===== config.mk =====
export PLATFORM = sky130hd
export DESIGN_NAME = tlu_trigger_core
export DESIGN_NICKNAME = d
export VERILOG_FILES = /design/src/rtl/tlu_pkg.sv /design/src/rtl/tlu_evt_fifo.sv /design/src/rtl/tlu_trigger_core.sv
export SDC_FILE = /design/constraint.sdc
export NUM_CORES = 1
export LEC_CHECK = 0
export BUFFER_PORTS_ARGS = -buffer_cell sky130_fd_sc_hd__buf_4
export CORE_AREA = 2 2 328 233
export CTS_CLUSTER_DIAMETER = 200
export DETAILED_ROUTE_END_ITERATION = 7
export DIE_AREA = 0 0 330 235
export PLACE_DENSITY = 0.73
export SLEW_MARGIN = 20
export SYNTH_ARGS = -nofsm -noshare
export SYNTH_HDL_FRONTEND = slang
export SYNTH_SLANG_ARGS = --single-unit

===== constraint.sdc =====
create_clock -name CLK -period 33.4 [get_ports CLK]
set_clock_uncertainty 0.1 [all_clocks]
set_input_delay 6.68 -clock CLK [delete_from_list [all_inputs] [get_ports CLK]]
set_output_delay 6.68 -clock CLK [all_outputs]
set_load 0.01 [all_outputs]

===== src/rtl/tlu_pkg.sv =====
// Shared types for the TLU trigger core: FSM state encoding, status counter
// width and a saturating increment helper.
package tlu_pkg;

  localparam int CNT_W = 8;

  typedef enum logic [1:0] {
    ST_IDLE    = 2'd0,
    ST_ARMED   = 2'd1,
    ST_FIRE    = 2'd2,
    ST_HOLDOFF = 2'd3
  } tlu_state_e;

  function automatic logic [CNT_W-1:0] sat_inc(input logic [CNT_W-1:0] v);
    return (v == {CNT_W{1'b1}}) ? v : v + CNT_W'(1);
  endfunction

endpackage


===== src/rtl/tlu_evt_fifo.sv =====
// Event FIFO for trigger records. A push into a full FIFO is refused even when
// a pop happens in the same cycle; data at the head holds while stalled.
module tlu_evt_fifo #(
  parameter int WIDTH = 96,
  parameter int DEPTH = 8
) (
  input  logic             clk,
  input  logic             rst_n,
  input  logic             flush,
  input  logic             push,
  input  logic [WIDTH-1:0] push_data,
  input  logic             pop,
  output logic             full,
  output logic             valid,
  output logic [WIDTH-1:0] data
);

  localparam int AW = $clog2(DEPTH);

  logic [WIDTH-1:0] mem_q [DEPTH];
  logic [AW-1:0]    wr_ptr_q, wr_ptr_d;
  logic [AW-1:0]    rd_ptr_q, rd_ptr_d;
  logic [AW:0]      count_q, count_d;
  logic             do_push, do_pop;

  assign full    = (count_q == (AW+1)'(DEPTH));
  assign valid   = (count_q != '0);
  assign do_push = push && !full;
  assign do_pop  = pop && valid;
  assign data    = mem_q[rd_ptr_q];

  always_comb begin
    wr_ptr_d = wr_ptr_q;
    rd_ptr_d = rd_ptr_q;
    count_d  = count_q;
    if (flush) begin
      wr_ptr_d = '0;
      rd_ptr_d = '0;
      count_d  = '0;
    end else begin
      if (do_push) wr_ptr_d = wr_ptr_q + AW'(1);
      if (do_pop)  rd_ptr_d = rd_ptr_q + AW'(1);
      case ({do_push, do_pop})
        2'b10:   count_d = count_q + (AW+1)'(1);
        2'b01:   count_d = count_q - (AW+1)'(1);
        default: count_d = count_q;
      endcase
    end
  end

  always_ff @(posedge clk) begin
    if (!rst_n) begin
      wr_ptr_q <= '0;
      rd_ptr_q <= '0;
      count_q  <= '0;
    end else begin
      wr_ptr_q <= wr_ptr_d;
      rd_ptr_q <= rd_ptr_d;
      count_q  <= count_d;
    end
  end

  always_ff @(posedge clk) begin
    if (do_push && !flush) mem_q[wr_ptr_q] <= push_data;
  end

endmodule


===== src/rtl/tlu_trigger_core.sv =====
// TLU trigger core: coincidence/veto detection, prescaled trigger FSM with
// holdoff, event FIFO and status counters. Define TLU_TEST_PULSE_EN to add
// the TEST_PULSE input that forces RAW.
module tlu_trigger_core
  import tlu_pkg::*;
#(
  parameter int N_IN      = 4,
  parameter int N_OUT     = 6,
  parameter int TID_W     = 32,
  parameter int TS_W      = 64,
  parameter int EVT_DEPTH = 8
) (
  input  logic                  CLK,
  input  logic                  RST_N,
  input  logic                  START,
  input  logic                  CONF_ENABLE,
  input  logic [N_IN-1:0]       IN_VALID,
  input  logic [N_IN*8-1:0]     IN_LE_REL,
  input  logic [N_IN-1:0]       CONF_EN_INPUT,
  input  logic [N_IN-1:0]       CONF_VETO_INPUT,
  input  logic [7:0]            CONF_MAX_LE_DIST,
  input  logic [15:0]           CONF_PRESCALE,
  input  logic [7:0]            CONF_HOLDOFF,
  input  logic [N_OUT-1:0]      CONF_EN_OUTPUT,
  input  logic [N_OUT-1:0]      DUT_READY,
`ifdef TLU_TEST_PULSE_EN
  input  logic                  TEST_PULSE,
`endif
  output logic                  TRIG,
  output logic [TID_W-1:0]      TRIG_ID,
  output logic                  EVT_VALID,
  input  logic                  EVT_READY,
  output logic [TID_W+TS_W-1:0] EVT_DATA,
  output logic [23:0]           STAT_CNT,
  output tlu_state_e            DBG_STATE
);

  tlu_state_e       state_q, state_d;
  logic [TS_W-1:0]  ts_q, ts_d, ts_cap_q, ts_cap_d;
  logic [TID_W-1:0] tid_q, tid_d;
  logic [15:0]      presc_q, presc_d;
  logic [7:0]       hold_q, hold_d;
  logic [CNT_W-1:0] lost_q, lost_d, veto_cnt_q, veto_cnt_d, skip_q, skip_d;
  logic             raw_prev_q, raw_prev_d, edge_q, edge_d, veto_q, veto_d;

  logic             raw, raw_coinc, veto_now, dut_ok;
  logic [7:0]       le_i, le_max, le_min, le_span;
  logic             fire, push, armed_edge;
  logic             inc_veto, inc_skip, presc_hit, presc_inc;
  logic             fifo_full, fifo_valid;
  logic [TID_W+TS_W-1:0] fifo_data;

  // Coincidence: all enabled channels valid and their edges within the window.
  always_comb begin
    le_i   = '0;
    le_max = '0;
    le_min = '1;
    for (int i = 0; i < N_IN; i++) begin
      if (CONF_EN_INPUT[i]) begin
        le_i = IN_LE_REL[i*8 +: 8];
        if (le_i > le_max) le_max = le_i;
        if (le_i < le_min) le_min = le_i;
      end
    end
    le_span   = le_max - le_min;
    raw_coinc = (CONF_EN_INPUT != '0) &&
                ((IN_VALID & CONF_EN_INPUT) == CONF_EN_INPUT) &&
                (le_span < CONF_MAX_LE_DIST);
  end

`ifdef TLU_TEST_PULSE_EN
  assign raw = raw_coinc | TEST_PULSE;
`else
  assign raw = raw_coinc;
`endif

  assign veto_now = |(IN_VALID & CONF_VETO_INPUT);
  assign dut_ok   = ((DUT_READY & CONF_EN_OUTPUT) == CONF_EN_OUTPUT);

  // FSM state register
  always_ff @(posedge CLK) begin
    if (!RST_N || START) state_q <= ST_IDLE;
    else                 state_q <= state_d;
  end

  // FSM next-state logic
  always_comb begin
    state_d = state_q;
    case (state_q)
      ST_IDLE:    if (CONF_ENABLE) state_d = ST_ARMED;
      ST_ARMED: begin
        if (!CONF_ENABLE)   state_d = ST_IDLE;
        else if (presc_hit) state_d = ST_FIRE;
      end
      ST_FIRE: begin
        if (!CONF_ENABLE)              state_d = ST_IDLE;
        else if (CONF_HOLDOFF != 8'd0) state_d = ST_HOLDOFF;
        else                           state_d = ST_ARMED;
      end
      ST_HOLDOFF: begin
        if (!CONF_ENABLE)        state_d = ST_IDLE;
        else if (hold_q <= 8'd1) state_d = ST_ARMED;
      end
      default: state_d = ST_IDLE;
    endcase
  end

  // FSM outputs; veto outranks DUT-busy, which outranks prescaling.
  always_comb begin
    fire       = (state_q == ST_FIRE);
    push       = fire && !START;
    armed_edge = (state_q == ST_ARMED) && CONF_ENABLE && edge_q;
    inc_veto   = armed_edge && veto_q;
    inc_skip   = (armed_edge && !veto_q && !dut_ok) ||
                 ((state_q == ST_HOLDOFF) && edge_q);
    presc_hit  = armed_edge && !veto_q && dut_ok && (presc_q == CONF_PRESCALE);
    presc_inc  = armed_edge && !veto_q && dut_ok && (presc_q != CONF_PRESCALE);
  end

  always_comb begin
    ts_d       = (ts_q == '1) ? ts_q : ts_q + TS_W'(1);
    ts_cap_d   = edge_q ? ts_q : ts_cap_q;
    tid_d      = fire ? tid_q + TID_W'(1) : tid_q;
    presc_d    = presc_q;
    if (presc_hit)      presc_d = '0;
    else if (presc_inc) presc_d = presc_q + 16'd1;
    hold_d     = hold_q;
    if (fire)                                           hold_d = CONF_HOLDOFF;
    else if ((state_q == ST_HOLDOFF) && (hold_q != '0)) hold_d = hold_q - 8'd1;
    lost_d     = (push && fifo_full) ? sat_inc(lost_q) : lost_q;
    veto_cnt_d = inc_veto ? sat_inc(veto_cnt_q) : veto_cnt_q;
    skip_d     = inc_skip ? sat_inc(skip_q) : skip_q;
    raw_prev_d = raw;
    edge_d     = raw && !raw_prev_q;
    veto_d     = veto_now;
  end

  // START and reset share the same initial state.
  always_ff @(posedge CLK) begin
    if (!RST_N || START) begin
      ts_q       <= TS_W'(1);
      ts_cap_q   <= '0;
      tid_q      <= '0;
      presc_q    <= '0;
      hold_q     <= '0;
      lost_q     <= '0;
      veto_cnt_q <= '0;
      skip_q     <= '0;
      raw_prev_q <= 1'b0;
      edge_q     <= 1'b0;
      veto_q     <= 1'b0;
    end else begin
      ts_q       <= ts_d;
      ts_cap_q   <= ts_cap_d;
      tid_q      <= tid_d;
      presc_q    <= presc_d;
      hold_q     <= hold_d;
      lost_q     <= lost_d;
      veto_cnt_q <= veto_cnt_d;
      skip_q     <= skip_d;
      raw_prev_q <= raw_prev_d;
      edge_q     <= edge_d;
      veto_q     <= veto_d;
    end
  end

  tlu_evt_fifo #(
    .WIDTH (TID_W + TS_W),
    .DEPTH (EVT_DEPTH)
  ) u_evt_fifo (
    .clk       (CLK),
    .rst_n     (RST_N),
    .flush     (START),
    .push      (push),
    .push_data ({tid_q, ts_cap_q}),
    .pop       (EVT_READY),
    .full      (fifo_full),
    .valid     (fifo_valid),
    .data      (fifo_data)
  );

  assign TRIG      = fire;
  assign TRIG_ID   = tid_q;
  assign EVT_VALID = fifo_valid;
  assign EVT_DATA  = fifo_data;
  assign STAT_CNT  = {lost_q, veto_cnt_q, skip_q};
  assign DBG_STATE = state_q;

endmodule


==> results.py, run 1 <==
metrics = {
    "worst_setup_path": {
        "path_class": "in2reg",
        "cpPeakStageDelay_ps": 500,
        "endpoint_kind": "flip-flop",
        "crit_slowest_cell": "o211a_1",
        "path_common_cell": "ha_1",
        "worstPathArrival_ps": 15000,
        "cp-startpoint": "CONF_EN_INPUT[0]",
        "crit_required_ps": 33880,
        "crit_path_max_fanout": 20,
        "cp-start-kind": "input pin",
        "cp_top_family": "simple AND/OR/NAND/NOR gates",
        "r2r_slack_ps": 29120,
        "cp.depth": 41,
        "r2r-end": "u_evt_fifo.mem_q[0][82]$_DFFE_PP_",
        "rr_startpoint": "DBG_STATE[0]$_SDFFE_PP0P_",
        "reg2reg_depth": 6,
        "path_buf_inv": 4,
    },
    "floorplanning": {
        "core_um2": 74410,
        "ioPinCount": 249,
        "die-area_um2": 77550,
        "rows": 84,
        "initial_utilization": 0.5445,
        "die_x_um": 330,
        "die_h_um": 235,
    },
    "power": {
        "clock_power_share": 0.430,
        "power.total_uw": 2475,
        "ir_drop_mv": 0.03695,
        "power_frac_seq": 0.532,
        "power.share.switching": 0.2046,
        "pwr-share-comb": 0.039,
        "power_per_cell_area_nw_per_um2": 53.05,
        "p_int_uw": 1969,
        "leakagePower_uw": 0.01645,
        "power_switching_uw": 506.4,
    },
    "routing": {
        "vias_per_cell": 5.841,
        "first_iter_violations": 1716,
        "vias": 22423,
        "dr.pass1.iters": 8,
        "routedWlPerCell_um": 22.37,
        "drc": 7,
        "ant_nets": 0,
        "routed_wl_mm": 85.88,
    },
    "synth": {
        "synthTopCellsByArea": "edfxtp_1 57%, dfxtp_1 11%, mux4_2 11%",
        "ys_ff_latch": 994,
        "synth-simple-area-share": 0.06624,
        "synth-compound-area-share": 0.02819,
        "yosysMostFrequentCell": "edfxtp_1",
        "synth_commonest_cells": "768 x edfxtp_1, 232 x nor2_1, 226 x dfxtp_1",
        "yosys_warnings": 0,
        "synth-edff-count": 768,
        "synth_top_cell_by_area": "edfxtp_1",
        "synth_xor_area_frac": 0.03070,
        "synth_ff_type": "edfxtp_1",
        "synth_area_um2": 40520,
        "synth_cell_types": 62,
        "synth_seq_area_share": 0.6809,
        "async_flop_share": 0,
        "synth_fa_ha_area_frac": 0.02291,
        "synth_top_cell_area_share": 0.5692,
        "muxShareOfSynthArea": 0.1559,
        "avgSynthCellArea_um2": 16.23,
        "syn_inst": 2497,
        "synth_top_family_by_area": "multiplexers",
        "syn-num-nets": 2663,
    },
    "hold_path": {
        "min_to": "edge_q$_SDFF_PP0_",
        "min_from": "raw_prev_q$_SDFF_PP0_",
        "hold_class": "reg2reg",
        "holdPathStages": 1,
    },
    "grt": {
        "grt_use_met3": 0.03883,
        "grt_max_degree": 87,
        "grt.met2_usage": 0.3536,
        "grt_overflow_total": 0,
        "grtUsageMet1": 0.3267,
        "grt_pass1_wl_mm": 133.6,
        "grt_pass1_vias": 23037,
        "antenna_found_initial": 2,
        "grt_busiest_layer": "met2",
        "grtUsageTotal": 0.2240,
    },
    "outcome": {
        "violations": "DRC",
        "status": "complete, but fails checks",
    },
    "clocking": {
        "clk_latency_ps": 650,
        "cts_buffers": 93,
        "cts_setup_buffers": 0,
        "cts_resized": 0,
        "clk_pin_slew_worst_paths_ps": 60,
        "cts.sinks": 994,
        "htreeDepth": 3,
        "clock-root-buffer": "clkbuf_16",
        "cts_tree": "yes",
        "cts_buffer_depth": 3,
        "hold_buffers": 0,
    },
    "timing": {
        "slew_violations": 0,
        "finalSetupTns_ps": 0,
        "worst_slack_ps": 18880,
        "grt_setup_unrepaired": "no",
        "fmax_mhz": 68.87,
        "tightest_slew_ps": 1122,
        "relSlewSlack": 0.2518,
        "setup_viol": 0,
        "hold_viol_final": 0,
        "period_needed_ps": 14520,
        "fin_crit_sh": 0.4347,
    },
    "placement": {
        "dp_hpwl_mm": 49.91,
        "routabilityCongestion": 0.8395,
        "place_inst": 3663,
        "place_ws_ps": 18350,
        "io_buffers": 248,
    },
    "layout": {
        "layout-area-overhead-vs-synth_pct": 15.18,
        "layout.cells.non_filler": 3839,
        "fillCellCount": 5284,
        "final_core_util": 0.6271,
        "antenna_cells": 0,
        "drive_gt1_frac": 0.2604,
        "finalNetCount": 2936,
    },
    "run": {
        "max_cap_violations": 0,
    },
}
sequential cells by signal, summed over array words and instances (netlist names), named ones only:
signal,flops
presc_q,16
TRIG_ID,32
ts_q,64
hold_q,8
edge_q,1
u_evt_fifo.rd_ptr_q,3
skip_q,8
u_evt_fifo.mem_q,768
u_evt_fifo.wr_ptr_q,3
veto_q,1
u_evt_fifo.count_q,4
lost_q,8
raw_prev_q,1
DBG_STATE,2
ts_cap_q,64
veto_cnt_q,8
routing by layer:
| metal | up-vias | share of wire | routed length (um) |
|---|---|---|---|
| met5 | - | 0.00019 | 16 |
| met4 | 2 | 0.020 | 1759 |
| met2 | 704 | 0.47 | 40500 |
| met3 | 131 | 0.061 | 5213 |
| li1 | 10153 | - | - |
| met1 | 11433 | 0.45 | 38390 |
kinds of logic after synthesis:
logic type | Yosys count
buffers and inverters | 162
AO/OA/AOI/OAI | 183
multiplexers | 378
AND/OR/NAND/NOR | 565
XOR/XNOR | 142
flip-flops | 994
adder cells (fa/ha/maj) | 73
through the flow:
stage,hold WS [ps],area [um^2]
CTS,278.1,46640
detailed placement,269.3,43520
finish,276.5,46660
floorplan,267.4,40520
global placement,265.7,43520
global route,289.4,46660
how the worst max path moves through the flow:
| stage | slack (ps) | to |
|---|---|---|
| 2_1_floorplan | 16500 | u_evt_fifo.mem_q[0][0]$_DFFE_PP_ |
| 3_3_place_gp | 18540 | edge_q$_SDFF_PP0_ |
| 5_1_grt | 18170 | edge_q$_SDFF_PP0_ |
| 4_1_cts | 19010 | edge_q$_SDFF_PP0_ |
| 6_report | 18880 | edge_q$_SDFF_PP0_ |
| 3_5_place_dp | 18350 | edge_q$_SDFF_PP0_ |
area by class of cell:
class | instances | area [um^2] | area share
clock buffer | 135 | 2690 | 0.05765
tap | 989 | 1237 | 0.02652
timing repair buffer | 278 | 2107 | 0.04515
multi-input combinational | 1341 | 12370 | 0.2651
inverter | 62 | 232.7 | 0.004987
clock inverter | 40 | 425.4 | 0.009116
sequential | 994 | 27600 | 0.5915
cells in the final DEF (no fill, tap or decap), types with 5 or more instances in the layout:
| cell type | netlist | final |
|---|---|---|
| edfxtp_1 | 768 | 768 |
| buf_4 | 1 | 277 |
| nor2_1 | 232 | 229 |
| dfxtp_1 | 226 | 222 |
| mux4_2 | 192 | 192 |
| mux2_2 | 104 | 104 |
| nand2_1 | 100 | 100 |
| clkbuf_16 | 0 | 97 |
| xor2_1 | 96 | 96 |
| mux2i_1 | 82 | 82 |
| ha_1 | 71 | 71 |
| inv_1 | 62 | 62 |
| a21oi_1 | 59 | 59 |
| o21ai_0 | 52 | 51 |
| nand3_1 | 48 | 48 |
| xnor2_1 | 46 | 46 |
| nand4_1 | 41 | 41 |
| clkbuf_1 | 75 | 26 |
| or3_1 | 24 | 24 |
| nor2b_1 | 20 | 20 |
| and3_1 | 18 | 18 |
| nor3_1 | 19 | 15 |
| and4_1 | 15 | 15 |
| clkinv_2 | 0 | 15 |
| a21o_1 | 13 | 13 |
| clkbuf_8 | 0 | 12 |
| nand2b_1 | 12 | 11 |
| and2_1 | 11 | 11 |
| a211oi_1 | 9 | 9 |
| clkinv_1 | 0 | 8 |
| o22ai_1 | 6 | 6 |
| bufinv_16 | 0 | 6 |
| o211ai_1 | 5 | 5 |
| a31oi_1 | 5 | 5 |
power by group through the flow:
stage	Clock (uW)	Sequential [uW]	Combinational, uW
finish	1060	1320	95.6
global route	1130	1320	108
detailed placement	0	1340	94.1
floorplan	0	1340	66.4
global placement	0	1340	91.5
CTS	1080	1320	94.9
Power figures use the tool's default switching activity.
==> inputs of run 2 (changes only) <==
--- a/config.mk
+++ b/config.mk
@@ -10,7 +10,7 @@
 export CTS_CLUSTER_DIAMETER = 200
 export DETAILED_ROUTE_END_ITERATION = 7
 export DIE_AREA = 0 0 330 235
-export PLACE_DENSITY = 0.73
+export PLACE_DENSITY = 0.76
 export SLEW_MARGIN = 20
 export SYNTH_ARGS = -nofsm -noshare
 export SYNTH_HDL_FRONTEND = slang
==> constraint.sdc (replaced) <==
create_clock -name CLK -period 11.73 [get_ports CLK]
set_clock_uncertainty 0.1 [all_clocks]
set_input_delay 2.346 -clock CLK [delete_from_list [all_inputs] [get_ports CLK]]
set_output_delay 2.346 -clock CLK [all_outputs]
set_load 0.01 [all_outputs]
==> run 2 against run 1 <==
Against the previous run: the run still ends with DRC left; global-route usage down 0.30 points; wire length shrank 0.63%; combinational power increased to 2.8 times the previous value; critical endpoint unchanged; register-to-register slack got worse by 21000 ps; critical path depth increased by 1; critical path type unchanged; largest cell class unchanged.
==> results.py, run 2 (synthesis gave the netlist of run 1 again) <==
metrics = {
    "worst_setup_path": {
        "path_class": "in2reg",
        "crit_required_ps": 12190,
        "reg2reg_depth": 10,
        "cpPeakStageDelay_ps": 490,
        "endpoint_kind": "flip-flop",
        "rr_startpoint": "ts_q[0]$_SDFFE_PP1P_",
        "crit_path_max_fanout": 20,
        "cp-start-kind": "input pin",
        "crit_slowest_cell": "fa_1",
        "worstPathArrival_ps": 10550,
        "r2r_slack_ps": 8090,
        "r2r-end": "ts_q[62]$_SDFFE_PP0P_",
    },
    "clocking": {
        "cts.sinks": 994,
        "htreeDepth": 3,
        "cts_resized": 0,
        "cts_tree": "yes",
        "clk_latency_ps": 660,
        "cts_buffer_depth": 3,
        "hold_buffers": 0,
        "clock-root-buffer": "clkbuf_16",
        "cts_buffers": 91,
        "clk_pin_slew_worst_paths_ps": 60,
        "cts_setup_buffers": 0,
    },
    "timing": {
        "hold_viol_final": 0,
        "setup_viol": 0,
        "period_needed_ps": 10100,
        "fin_crit_sh": 0.8606,
        "finalSetupTns_ps": 0,
        "slew_violations": 0,
        "fmax_mhz": 99.06,
        "grt_setup_unrepaired": "no",
        "relSlewSlack": 0.2851,
        "worst_slack_ps": 1635,
        "tightest_slew_ps": 1072,
    },
    "hold_path": {
        "holdPathStages": 1,
        "hold_class": "reg2reg",
        "min_from": "raw_prev_q$_SDFF_PP0_",
        "min_to": "edge_q$_SDFF_PP0_",
    },
    "layout": {
        "final_core_util": 0.6262,
        "layout_commonest_cell": "edfxtp_1",
        "fillCellCount": 5227,
        "final_cell_mix": "768 x edfxtp_1, 273 x buf_4, 229 x nor2_1, 222 x dfxtp_1, 192 x mux4_2",
        "antenna_cells": 0,
        "regMostFlops": "u_evt_fifo.mem_q",
        "layout-area-overhead-vs-synth_pct": 15.00,
        "reg_top3": "u_evt_fifo.mem_q x768, ts_cap_q x64, ts_q x64",
        "finalNetCount": 2933,
        "drive_gt1_frac": 0.2601,
        "largest_register_ffs": 768,
    },
    "floorplanning": {
        "core_um2": 74410,
        "die_x_um": 330,
        "die-area_um2": 77550,
        "ioPinCount": 249,
        "rows": 84,
        "initial_utilization": 0.5445,
        "die_h_um": 235,
    },
    "power": {
        "power_per_cell_area_nw_per_um2": 149.1,
        "ir_drop_mv": 0.1131,
        "power.total_uw": 6946,
        "leakagePower_uw": 0.01532,
    },
    "grt": {
        "grt_overflow_total": 0,
        "grt_max_degree": 98,
        "antenna_found_initial": 0,
        "grt_pass1_wl_mm": 132.1,
        "grt_pass1_vias": 22863,
        "grtUsageTotal": 0.2210,
    },
    "placement": {
        "io_buffers": 248,
        "routabilityCongestion": 0.8411,
        "place_ws_ps": 1052,
        "dp_hpwl_mm": 49.37,
    },
    "routing": {
        "first_iter_violations": 1972,
        "vias": 22363,
        "ant_nets": 0,
        "drc": 6,
        "vias_per_cell": 5.833,
        "dr.pass1.iters": 8,
        "routedWlPerCell_um": 22.26,
        "routed_wl_mm": 85.34,
    },
    "outcome": {
        "violations": "DRC",
        "status": "complete, but fails checks",
    },
    "run": {
        "max_cap_violations": 0,
    },
}
run 2: changes by cell type in the layout (fill, tap and decap cells not counted), moves of 3 or more:
cell,previous run,this run
clkinvlp_4,3,0
clkinv_2,15,21
clkinv_1,8,4
buf_4,277,273
clkinv_4,0,3
run 2: layout make-up:
class / count / area (um^2) / share of cell area
flip-flops and latches: 994 / 27600 / 0.5924
multi-input cells: 1341 / 12390 / 0.2658
clock buffers: 133 / 2630 / 0.05644
repair buffers: 277 / 2120 / 0.04549
well taps: 989 / 1237 / 0.02656
clock inverters: 38 / 387.9 / 0.008324
inverters: 62 / 232.7 / 0.004995
run 2: how the worst max path moves through the flow:
| stage | startpoint | endpoint | slack (ps) | cells past startpoint |
|---|---|---|---|---|
| 3_5_place_dp | CONF_EN_INPUT[0] | edge_q$_SDFF_PP0_ | 1050 | 42 |
| 4_1_cts | CONF_EN_INPUT[0] | edge_q$_SDFF_PP0_ | 1700 | 42 |
| 6_report | CONF_EN_INPUT[0] | edge_q$_SDFF_PP0_ | 1630 | 42 |
| 2_1_floorplan | START | u_evt_fifo.mem_q[2][0]$_DFFE_PP_ | 1640 | 5 |
| 5_1_grt | CONF_EN_INPUT[0] | edge_q$_SDFF_PP0_ | 820 | 41 |
| 3_3_place_gp | CONF_EN_INPUT[0] | edge_q$_SDFF_PP0_ | 1200 | 42 |
run 2: stage by stage:
| step | hold WS (ps) | cell area, um^2 | instances |
|---|---|---|---|
| 2_1_floorplan | 267.4 | 40520 | 2497 |
| 3_3_place_gp | 266.6 | 43540 | 3662 |
| 6_report | 281.1 | 46590 | 3834 |
| 4_1_cts | 282.9 | 46560 | 3833 |
| 5_1_grt | 300.3 | 46590 | 3834 |
| 3_5_place_dp | 273.7 | 43540 | 3662 |
run 2: critical path, delay by kind of cell:
family / cells / cell delay (ps)
fa+ha+maj: 6 / 1810
compound gates: 15 / 2620
simple gates: 15 / 2810
mux: 2 / 590
buf+inv: 4 / 380
run 2: layer usage:
metal  vias up  GRT usage  part of all wire
met5         -          0                 0
met2       781     0.3491              0.47
met3       134    0.03715             0.063
met1     11323     0.3204              0.44
met4         0    0.06102             0.022
li1      10125          -                 -
run 2: report_power, final:
part / internal [uW] / switching, uW / leakage (uW)
Clock: 1660 / 1270 / 0.00149
Combinational: 124 / 144 / 0.00511
Sequential: 3740 / 7.47 / 0.00873
